File: src/rtl/spi_xip_reader_if.sv
// Request/response and APB signals of the XIP flash reader.
// 'master' is the reader core's view: it accepts fabric requests and
// masters the APB bus of the SPI controller. 'slave' is the opposite
// view, used by the fabric side and the SPI controller.
interface spi_xip_reader_if;
    logic        req_valid;
    logic        req_ready;
    logic [23:0] req_addr;
    logic        rsp_valid;
    logic [31:0] rsp_data;
    logic        rsp_err;
    logic [4:0]  m_paddr;
    logic        m_psel;
    logic        m_penable;
    logic        m_pwrite;
    logic [31:0] m_pwdata;
    logic [31:0] m_prdata;
    logic        m_pready;
    logic        m_pslverr;

    modport master (
        input  req_valid, req_addr, m_prdata, m_pready, m_pslverr,
        output req_ready, rsp_valid, rsp_data, rsp_err,
               m_paddr, m_psel, m_penable, m_pwrite, m_pwdata
    );

    modport slave (
        output req_valid, req_addr, m_prdata, m_pready, m_pslverr,
        input  req_ready, rsp_valid, rsp_data, rsp_err,
               m_paddr, m_psel, m_penable, m_pwrite, m_pwdata
    );
endinterface

File: src/rtl/spi_xip_reader.sv
// XIP flash read engine: turns one 24-bit address request into a fixed
// APB programming sequence on the SPI master controller (TX1, TX0,
// DIVIDER, SS, CTRL, poll GO, read RX0) and returns the 32-bit word.
module spi_xip_reader #(
    parameter logic [15:0] DIVIDER    = 16'd1,
    parameter logic [7:0]  SS_MASK    = 8'h01,
    parameter logic [7:0]  CMD        = 8'h03,
    parameter logic [15:0] POLL_MAX   = 16'd1024,
    parameter bit          SWAP_BYTES = 1'b1
) (
    input logic              PCLK,
    input logic              PRESETN,
    spi_xip_reader_if.master bus
);
    localparam logic [4:0]  REG_RX0    = 5'h00;
    localparam logic [4:0]  REG_TX0    = 5'h00;
    localparam logic [4:0]  REG_TX1    = 5'h04;
    localparam logic [4:0]  REG_CTRL   = 5'h10;
    localparam logic [4:0]  REG_DIV    = 5'h14;
    localparam logic [4:0]  REG_SS     = 5'h18;
    // 64-bit character, GO, TX on negedge, automatic slave select
    localparam logic [31:0] CTRL_VALUE = 32'h0000_2540;

    typedef enum logic [3:0] {
        IDLE, WR_TX1, WR_TX0, WR_DIV, WR_SS, WR_CTRL, POLL, RD_RX, RESP
    } state_t;

    typedef struct packed {
        logic [4:0]  paddr;
        logic        pwrite;
        logic [31:0] pwdata;
    } apb_cmd_t;

    state_t      state;
    state_t      launch_state;
    logic        launch;
    apb_cmd_t    launch_cmd;
    logic [23:0] addr_q;
    logic [15:0] poll_cnt;
    logic        err_q;
    logic        rx_ok;
    logic [31:0] rx_data;
    logic [31:0] rd_swapped;
    logic        access_done;
    logic        poll_last;

    function automatic apb_cmd_t cmd_for(input state_t s, input logic [23:0] a);
        apb_cmd_t c;
        c = '{5'h00, 1'b0, 32'h0};
        case (s)
            WR_TX1:  c = '{REG_TX1, 1'b1, {CMD, a}};
            WR_TX0:  c = '{REG_TX0, 1'b1, 32'h0};
            WR_DIV:  c = '{REG_DIV, 1'b1, {16'h0, DIVIDER}};
            WR_SS:   c = '{REG_SS, 1'b1, {24'h0, SS_MASK}};
            WR_CTRL: c = '{REG_CTRL, 1'b1, CTRL_VALUE};
            POLL:    c = '{REG_CTRL, 1'b0, 32'h0};
            RD_RX:   c = '{REG_RX0, 1'b0, 32'h0};
            default: c = '{5'h00, 1'b0, 32'h0};
        endcase
        return c;
    endfunction

    function automatic state_t next_write(input state_t s);
        state_t n;
        case (s)
            WR_TX1:  n = WR_TX0;
            WR_TX0:  n = WR_DIV;
            WR_DIV:  n = WR_SS;
            WR_SS:   n = WR_CTRL;
            WR_CTRL: n = POLL;
            default: n = IDLE;
        endcase
        return n;
    endfunction

    assign access_done = bus.m_psel && bus.m_penable && bus.m_pready;
    assign poll_last   = (poll_cnt + 16'd1) == POLL_MAX;
    assign rd_swapped  = SWAP_BYTES ? {bus.m_prdata[7:0], bus.m_prdata[15:8],
                                       bus.m_prdata[23:16], bus.m_prdata[31:24]}
                                    : bus.m_prdata;
    // The first access takes its address straight from the request port.
    assign launch_cmd  = cmd_for(launch_state, (state == IDLE) ? bus.req_addr : addr_q);

    // Decide whether a new APB SETUP starts next cycle, and for which state.
    always_comb begin
        launch       = 1'b0;
        launch_state = IDLE;
        if (state == IDLE) begin
            if (bus.req_valid) begin
                launch       = 1'b1;
                launch_state = WR_TX1;
            end
        end else if (access_done && !bus.m_pslverr) begin
            case (state)
                POLL: begin
                    if (!bus.m_prdata[8]) begin
                        launch       = 1'b1;
                        launch_state = RD_RX;
                    end else if (!poll_last) begin
                        launch       = 1'b1;
                        launch_state = POLL;
                    end
                end
                RD_RX, RESP: launch = 1'b0;
                default: begin
                    launch       = 1'b1;
                    launch_state = next_write(state);
                end
            endcase
        end
    end

    // Sequencer FSM with registered APB master and response outputs.
    always_ff @(posedge PCLK or negedge PRESETN) begin
        if (!PRESETN) begin
            state         <= IDLE;
            addr_q        <= '0;
            poll_cnt      <= '0;
            err_q         <= 1'b0;
            rx_ok         <= 1'b0;
            rx_data       <= '0;
            bus.req_ready <= 1'b1;
            bus.rsp_valid <= 1'b0;
            bus.rsp_data  <= '0;
            bus.rsp_err   <= 1'b0;
            bus.m_paddr   <= '0;
            bus.m_psel    <= 1'b0;
            bus.m_penable <= 1'b0;
            bus.m_pwrite  <= 1'b0;
            bus.m_pwdata  <= '0;
        end else begin
            bus.rsp_valid <= 1'b0;
            case (state)
                IDLE: begin
                    if (launch) begin
                        addr_q        <= bus.req_addr;
                        poll_cnt      <= '0;
                        err_q         <= 1'b0;
                        rx_ok         <= 1'b0;
                        bus.req_ready <= 1'b0;
                        state         <= WR_TX1;
                    end
                end
                RESP: begin
                    bus.rsp_valid <= 1'b1;
                    bus.rsp_err   <= err_q;
                    bus.rsp_data  <= rx_ok ? rx_data : 32'h0;
                    bus.req_ready <= 1'b1;
                    state         <= IDLE;
                end
                default: begin
                    if (!bus.m_penable) begin
                        bus.m_penable <= 1'b1;
                    end else if (bus.m_pready) begin
                        if (bus.m_pslverr) begin
                            err_q <= 1'b1;
                        end else if (state == RD_RX) begin
                            rx_data <= rd_swapped;
                            rx_ok   <= 1'b1;
                        end else if (state == POLL && bus.m_prdata[8]) begin
                            poll_cnt <= poll_cnt + 16'd1;
                            if (poll_last) begin
                                err_q <= 1'b1;
                            end
                        end
                        state <= launch ? launch_state : RESP;
                    end
                end
            endcase

            if (launch) begin
                bus.m_psel    <= 1'b1;
                bus.m_penable <= 1'b0;
                bus.m_paddr   <= launch_cmd.paddr;
                bus.m_pwrite  <= launch_cmd.pwrite;
                bus.m_pwdata  <= launch_cmd.pwdata;
            end else if (access_done) begin
                bus.m_psel    <= 1'b0;
                bus.m_penable <= 1'b0;
            end
        end
    end
endmodule
File: src/flat_wrapper.sv
// flat-port wrapper written by rule: the top's interface ports become plain ports
module spi_xip_reader_flat 
#(
    parameter logic [15:0] DIVIDER    = 16'd1,
    parameter logic [7:0]  SS_MASK    = 8'h01,
    parameter logic [7:0]  CMD        = 8'h03,
    parameter logic [15:0] POLL_MAX   = 16'd1024,
    parameter bit          SWAP_BYTES = 1'b1
)
  (PCLK, PRESETN, bus_req_valid, bus_req_addr, bus_m_prdata, bus_m_pready, bus_m_pslverr, bus_req_ready, bus_rsp_valid, bus_rsp_data, bus_rsp_err, bus_m_paddr, bus_m_psel, bus_m_penable, bus_m_pwrite, bus_m_pwdata);
  spi_xip_reader_if bus_i ();
  input logic PCLK;
  input logic PRESETN;
  input wire logic [$bits(bus_i.req_valid)-1:0] bus_req_valid;
  input wire logic [$bits(bus_i.req_addr)-1:0] bus_req_addr;
  input wire logic [$bits(bus_i.m_prdata)-1:0] bus_m_prdata;
  input wire logic [$bits(bus_i.m_pready)-1:0] bus_m_pready;
  input wire logic [$bits(bus_i.m_pslverr)-1:0] bus_m_pslverr;
  output wire logic [$bits(bus_i.req_ready)-1:0] bus_req_ready;
  output wire logic [$bits(bus_i.rsp_valid)-1:0] bus_rsp_valid;
  output wire logic [$bits(bus_i.rsp_data)-1:0] bus_rsp_data;
  output wire logic [$bits(bus_i.rsp_err)-1:0] bus_rsp_err;
  output wire logic [$bits(bus_i.m_paddr)-1:0] bus_m_paddr;
  output wire logic [$bits(bus_i.m_psel)-1:0] bus_m_psel;
  output wire logic [$bits(bus_i.m_penable)-1:0] bus_m_penable;
  output wire logic [$bits(bus_i.m_pwrite)-1:0] bus_m_pwrite;
  output wire logic [$bits(bus_i.m_pwdata)-1:0] bus_m_pwdata;
  assign bus_i.req_valid = bus_req_valid;
  assign bus_i.req_addr = bus_req_addr;
  assign bus_i.m_prdata = bus_m_prdata;
  assign bus_i.m_pready = bus_m_pready;
  assign bus_i.m_pslverr = bus_m_pslverr;
  assign bus_req_ready = bus_i.req_ready;
  assign bus_rsp_valid = bus_i.rsp_valid;
  assign bus_rsp_data = bus_i.rsp_data;
  assign bus_rsp_err = bus_i.rsp_err;
  assign bus_m_paddr = bus_i.m_paddr;
  assign bus_m_psel = bus_i.m_psel;
  assign bus_m_penable = bus_i.m_penable;
  assign bus_m_pwrite = bus_i.m_pwrite;
  assign bus_m_pwdata = bus_i.m_pwdata;
  spi_xip_reader #(.DIVIDER(DIVIDER), .SS_MASK(SS_MASK), .CMD(CMD), .POLL_MAX(POLL_MAX), .SWAP_BYTES(SWAP_BYTES)) u_core (.PCLK(PCLK), .PRESETN(PRESETN), .bus(bus_i));
endmodule
File: config.mk
export PLATFORM = sky130hd
export DESIGN_NAME = spi_xip_reader_flat
export DESIGN_NICKNAME = d
export VERILOG_FILES = /design/src/rtl/spi_xip_reader_if.sv /design/src/rtl/spi_xip_reader.sv /design/src/flat_wrapper.sv
export SDC_FILE = /design/constraint.sdc
export NUM_CORES = 1
export LEC_CHECK = 0
export BUFFER_PORTS_ARGS = -buffer_cell sky130_fd_sc_hd__buf_2
export CORE_AREA = 10 10 133 104
export CTS_BUF_LIST = sky130_fd_sc_hd__clkbuf_16
export DETAILED_ROUTE_END_ITERATION = 7
export DIE_AREA = 0 0 143 114
export PLACE_DENSITY = 0.81
export SYNTH_ARGS = -nofsm -noshare
export SYNTH_HDL_FRONTEND = slang
export SYNTH_SLANG_ARGS = --single-unit
File: constraint.sdc
create_clock -name PCLK -period 5.7 [get_ports PCLK]
set_clock_uncertainty 0.1 [all_clocks]
set_input_delay 0.57 -clock PCLK [delete_from_list [all_inputs] [get_ports PCLK]]
set_output_delay 0.57 -clock PCLK [all_outputs]
set_load 0.005 [all_outputs]
# [Yosys cells after proc, flatten, opt, wreduce, memory -nomap -nowiden]
# Index checks and enable logic that the tools add are counted.
[totals] register_bits=153
[op_classes] n_addsub=1 n_eq_ne=20 n_mux=48 n_bitwise=3 reduce_logical=25
[ops] op="case mux 38 bit (6 select lines)" count=1
[ops] op="two-way mux 16 bit" count=6
[ops] op="two-way mux 32 bit" count=1
[ops] op="case mux 16 bit (2 select lines)" count=1
[ops] op="equality test 4 x 3 -> 1 bit, second input constant" count=7
[ops] op="two-way mux 4 bit" count=7
[ops] op="two-way mux 24 bit" count=1
[ops] op="two-way mux 1 bit" count=23
[ops] op="adder 16 x 1 -> 16 bit, second input constant" count=1
[ops] op="equality test 16 x 11 -> 1 bit, second input constant" count=1
[ops] op="equality test 4 x 2 -> 1 bit, second input constant" count=4
[ops] op="case mux 4 bit (2 select lines)" count=2
[ops] op="case mux 3 bit (5 select lines)" count=1
[ops] op="AND reduction 7 bit" count=2
[ops] op="nonzero test 2 bit" count=6
[ops] op="nonzero test 3 bit" count=4
[ops] op="equality test 4 x 1 -> 1 bit, second input constant" count=2
[ops] op="case mux 1 bit (2 select lines)" count=4
[ops] op="!= test 2 x 1 -> 1 bit, second input constant" count=3
[ops] op="AND reduction 6 bit" count=1
[ops] op="AND reduction 5 bit" count=1
[ops] op="equality test 4 bit, second input constant" count=1
[ops] op="logical AND 1 bit" count=4
[ops] op="zero test 4 bit" count=1
[ops] op="other kinds (8)" count=12

# [Depth between registers and ports, before layout]
[depth] word_depth=11 mapped_depth=11

# [Worst setup path before layout]
# OpenSTA, ideal clock, no wires.
[synth_path] kind="register to register" start="reg u_core.poll_cnt[0]" end="reg u_core.bus.m_pwdata[10] (netlist bit)" setup_ns=0.121 arrival_ns=2.357 required_time_ns=5.479 slack_ns=3.122 stages_incl_launch_ff=11 path_buffers=2 synth_period_minus_slack_ns=2.578 cell_sequence="dfrtp_1 ha_1 and4_1 clkbuf_1 xnor2_1 nand3_1 a2111oi_2 a31o_2 buf_2 o21ai_0 a22o_1"
[synth_between] elab_chain_len=9 word_cells_on_any_way=19 cone_classes="add/sub: 1; eq/ne: 7; mux: 11"
[synth_lines] item="from (decl)" line_no="spi_xip_reader.sv:39" text="logic [15:0] poll_cnt;"
[synth_lines] item="from (signal assigned)" line_no="spi_xip_reader.sv:161" text="poll_cnt <= poll_cnt + 16'd1;"
[synth_lines] item="adder 16 x 1 -> 16 bit (*)" line_no="spi_xip_reader.sv:77" text="assign poll_last = (poll_cnt + 16'd1) == POLL_MAX;"
[synth_lines] item="equality test 16 x 11 -> 1 bit (*)" line_no="spi_xip_reader.sv:77"
[synth_lines] item="two-way mux 3 bit" line_no="spi_xip_reader.sv:99" text="end else if (!poll_last) begin"
[synth_lines] item="two-way mux 4 bit" line_no="spi_xip_reader.sv:96" text="if (!bus.m_prdata[8]) begin"
[synth_lines] item="case mux 4 bit (2 select lines)" line_no="spi_xip_reader.sv:94" text="case (state)"
[synth_lines] item="two-way mux 4 bit" line_no="spi_xip_reader.sv:93" text="end else if (access_done && !bus.m_pslverr) begin"
[synth_lines] item="two-way mux 4 bit" line_no="spi_xip_reader.sv:88" text="if (state == IDLE) begin"
[synth_lines] item="equality test 4 x 3 -> 1 bit (tied with other cells)" line_no="spi_xip_reader.sv:50" text="case (s)"
[synth_lines] item="case mux 38 bit (6 select lines)" line_no="spi_xip_reader.sv:50"
[synth_lines] item="to (signal assigned)" line_no="spi_xip_reader.sv:176" text="bus.m_pwdata <= launch_cmd.pwdata;"
[synth_lines] item="to (decl)" line_no="spi_xip_reader_if.sv:24" text="m_paddr, m_psel, m_penable, m_pwrite, m_pwdata"
# Mark *: on every way between the ends. The rest lies on a longest branch, timed or not.
# A chain may end at the register's enable or synchronous reset.

# [Worst setup path in the final report]
[layout_path] start="reg u_core.state[0]" end="reg u_core.bus.m_pwdata[0] (netlist bit)"
[layout_between] elab_chain_len=7 word_cells_on_any_way=25 cone_classes="eq/ne: 14; mux: 9; reduce/logical: 2"
[layout_lines] item="from (decl)" line_no="spi_xip_reader.sv:34" text="state_t state;"
[layout_lines] item="from (signal assigned)" line_no="spi_xip_reader.sv:166" text="state <= launch ? launch_state : RESP;"
[layout_lines] item="equality test 4 x 3 -> 1 bit (tied with other cells)" line_no="spi_xip_reader.sv:65" text="case (s)"
[layout_lines] item="case mux 3 bit (5 select lines) or OR reduction 2 bit (tied branches)"
[layout_lines] item="case mux 4 bit (2 select lines)" line_no="spi_xip_reader.sv:94"
[layout_lines] item="two-way mux 4 bit" line_no="spi_xip_reader.sv:93"
[layout_lines] item="two-way mux 4 bit" line_no="spi_xip_reader.sv:88"
[layout_lines] item="equality test 4 x 3 -> 1 bit (tied with other cells)" line_no="spi_xip_reader.sv:50"
[layout_lines] item="case mux 38 bit (6 select lines)" line_no="spi_xip_reader.sv:50"
# Several ways; a longest one is shown, not always the timed one.

==> results.py <==
metrics = {
    "run_status": {
        "status": "complete, no violations",
    },
    "placed_design": {
        "dp_cells": 755,
        "io_buffers": 127,
        "place_ws_ns": 2.64,
        "dpl.hpwl_mm": 9.40,
        "place.gp.congestion": 0.847,
    },
    "yosys": {
        "synth_top_cell_area_share_pct": 56.4,
        "synth_warnings": 0,
        "avgSynthCellArea_um2": 10.5,
        "synth.area.top_cells": "dfrtp_1 (56%), nand2_1 (7.6%), mux2_2 (6.8%)",
        "synthArstFlopShare_pct": 100,
        "syn-cell-area_mm2": 0.00551,
        "yosysSeqAreaShare_pct": 56.8,
        "synth_top_area_cell": "dfrtp_1",
        "synthCells": 525,
        "synth_seq_cells": 125,
        "synth_edf_count": 0,
        "yosysUniqueCellTypes": 54,
        "synthFlopType": "dfrtp_1",
    },
    "critical_path": {
        "start_kind": "flop",
        "r2r_cells": 7,
        "end_kind": "flop",
        "cp_data_arrival_time_ns": 3.27,
        "worstSetupPathType": "flop to flop",
        "crit_path_max_fanout": 27,
        "cp.required_ns": 5.90,
    },
    "sta": {
        "hold_viol": 0,
        "max-slew-margin-rel_pct": 23.6,
        "fin_crit_sh_pct": 53.7,
        "fin_crit_ns": 3.06,
        "fmax_mhz": 326,
        "tightest_slew_ns": 1.15,
        "slew_violations": 0,
        "rsz0062_at_grt": "no",
        "fin_setup_tns_ns": 0,
        "setup_viol": 0,
        "worst_slack_ns": 2.64,
    },
    "clocking": {
        "holdBufCountCts": 0,
        "path_clk_slew_ns": 0.07,
        "cts_root_buffer": "clkbuf_16",
        "cts_buffer_depth": 2,
        "cts_tree": "yes",
        "cts_setup_buffers": 0,
        "clock-sinks": 125,
        "htreeDepth": 4,
        "cts-buffers-inserted": 17,
        "clk_latency_ns": 0.42,
        "postCtsResizedCells": 0,
    },
    "route": {
        "finalWirelength_mm": 13.6,
        "drt-pass1-iter-count": 7,
        "wl_per_cell_um": 17.3,
        "ant_nets": 0,
        "remaining_drc_errors": 0,
        "vias": 4241,
        "first_iter_violations": 433,
        "viasPerCell": 5.40,
    },
    "die": {
        "die_x_um": 143,
        "core_mm2": 0.0114,
        "io_pins": 136,
        "rows": 34,
        "die_y_um": 114,
        "start_util_pct": 48.5,
        "die_area_mm2": 0.0163,
    },
    "global_routing": {
        "grt_pass1_wl_mm": 22.1,
        "antenna_found_initial": 0,
        "first_global_vias": 4288,
        "grt_max_degree": 68,
        "overflow": 0,
        "track_usage_pct": 16.9,
    },
    "final_layout": {
        "syn2layout_area_growth_pct": 21.0,
        "layout.nets": 692,
        "final_layout_size_suffix_gt1_share_pct": 32.1,
        "layout_commonest_cell": "buf_2",
        "n_antenna_cell": 0,
        "instances_no_fill": 786,
        "layout_common_cells": "buf_2 (126), dfrtp_1 (124), nand2_1 (110), o21ai_0 (65), mux2_2 (33)",
        "final_core_util_pct": 58.7,
    },
    "power": {
        "cellLeakagePower_nw": 3.36,
        "peakVddDrop_mv": 0.325,
        "cellPowerDensity_mw_per_mm2": 411,
    },
    "min_path": {
        "holdCritPathClass": "input pin to asynchronous set/reset pin",
    },
    "job": {
        "cap_violations": 0,
    },
}
## synthesized netlist by cell type (4+ instances only)
master	number
dfrtp_1	124
nand2_1	111
o21ai_0	65
mux2_2	33
clkbuf_1	27
a22o_1	25
nor2_1	25
nand3_1	11
buf_4	9
nor3_1	9
mux2i_1	7
xnor2_1	5
a21o_1	4
a21oi_1	4
buf_2	4
clkbuf_2	4
nand4_1	4
o31ai_1	4
xor2_1	4
## final timing paths
| check | from | end | slack [ns] |
|---|---|---|---|
| worst max-delay path | u_core.state[0] | u_core.bus.m_pwdata[0] | 2.64 |
| worst min register to register | u_core.bus.rsp_data[29] | u_core.bus.rsp_data[29] | 0.37 |
| worst min-delay path | PRESETN | u_core.rx_data[7] | 0.14 |
| worst max register to register | u_core.state[0] | u_core.bus.m_pwdata[0] | 2.64 |
| min in group PCLK | bus_req_addr[21] | u_core.bus.m_pwdata[21] | 0.27 |
| max in group asynchronous | PRESETN | u_core.bus.rsp_data[26] | 4.08 |
## cell families (layout without fill, tap and decap cells)
| group | Yosys count | in the layout | synth area share (%) |
|---|---|---|---|
| adder cells (fa/ha/maj) | 1 | 1 | 0.227 |
| other | 1 | 8 | 0.0681 |
| multiplexers | 40 | 40 | 8.02 |
| buffers and inverters | 53 | 163 | 4.95 |
| XOR/XNOR | 9 | 9 | 1.43 |
| flip-flops | 125 | 125 | 56.8 |
| AND/OR/NAND/NOR | 181 | 181 | 15.0 |
| AO/OA/AOI/OAI | 115 | 115 | 13.4 |
## registers in the layout, indices dropped and copies added, names as in the netlist
| signal | flops |
|---|---|
| u_core.bus.m_penable | 1 |
| u_core.poll_cnt | 16 |
| u_core.bus.rsp_err | 1 |
| u_core.bus.m_psel | 1 |
| u_core.rx_ok | 1 |
| u_core.bus.m_paddr | 3 |
| u_core.bus.m_pwrite | 1 |
| u_core.addr_q | 5 |
| u_core.bus.rsp_valid | 1 |
| u_core.bus.req_ready | 1 |
| u_core.bus.rsp_data | 32 |
| u_core.err_q | 1 |
| u_core.rx_data | 32 |
| u_core.bus.m_pwdata | 25 |
| u_core.state | 4 |
## critical path, stage by stage (launching register included)
cell and delay (ns):
dfrtp_1 0.47, or3_1 0.47, nor2_2 0.36, and2_1 0.80, a41oi_1 0.25, nand2_1 0.14, nor3_1 0.06, a221o_1 0.30
## layout make-up
type                    count  area, µm²
clock buffers              17        425
clock inverters            14        121
fillers                   917       4690
inverters                   3       11.3
multi-input cells         354       2140
flip-flops and latches    125       3130
well taps                 144        180
repair buffers            129        653
## metal layers
layer | vias to the layer above | GRT usage (%) | share of wire (%)
li1 | 2006 | - | -
met2 | 154 | 26.7 | 47
met4 | 0 | 4.18 | 0.85
met5 | - | 0 | 0
met1 | 2070 | 21.8 | 45
met3 | 11 | 5.81 | 7.0
## stage by stage
step / cell area, µm² / hold slack (ns) / power (mW)
after global placement: 6120 / 0.356 / 1.72
after CTS: 6660 / 0.172 / 2.76
after detailed placement: 6120 / 0.363 / 1.75
final: 6660 / 0.145 / 2.74
after global routing: 6660 / 0.209 / 2.89
after floorplan: 5530 / 0.174 / 1.54
## where the power goes
part	leakage, nW	internal (mW)	switching [mW]
sequential	1.68	1.03	0.103
clock	0.267	0.596	0.406
combinational	1.41	0.256	0.352
total	3.36	1.88	0.861
No activity file was read; power rests on OpenSTA's default activity.
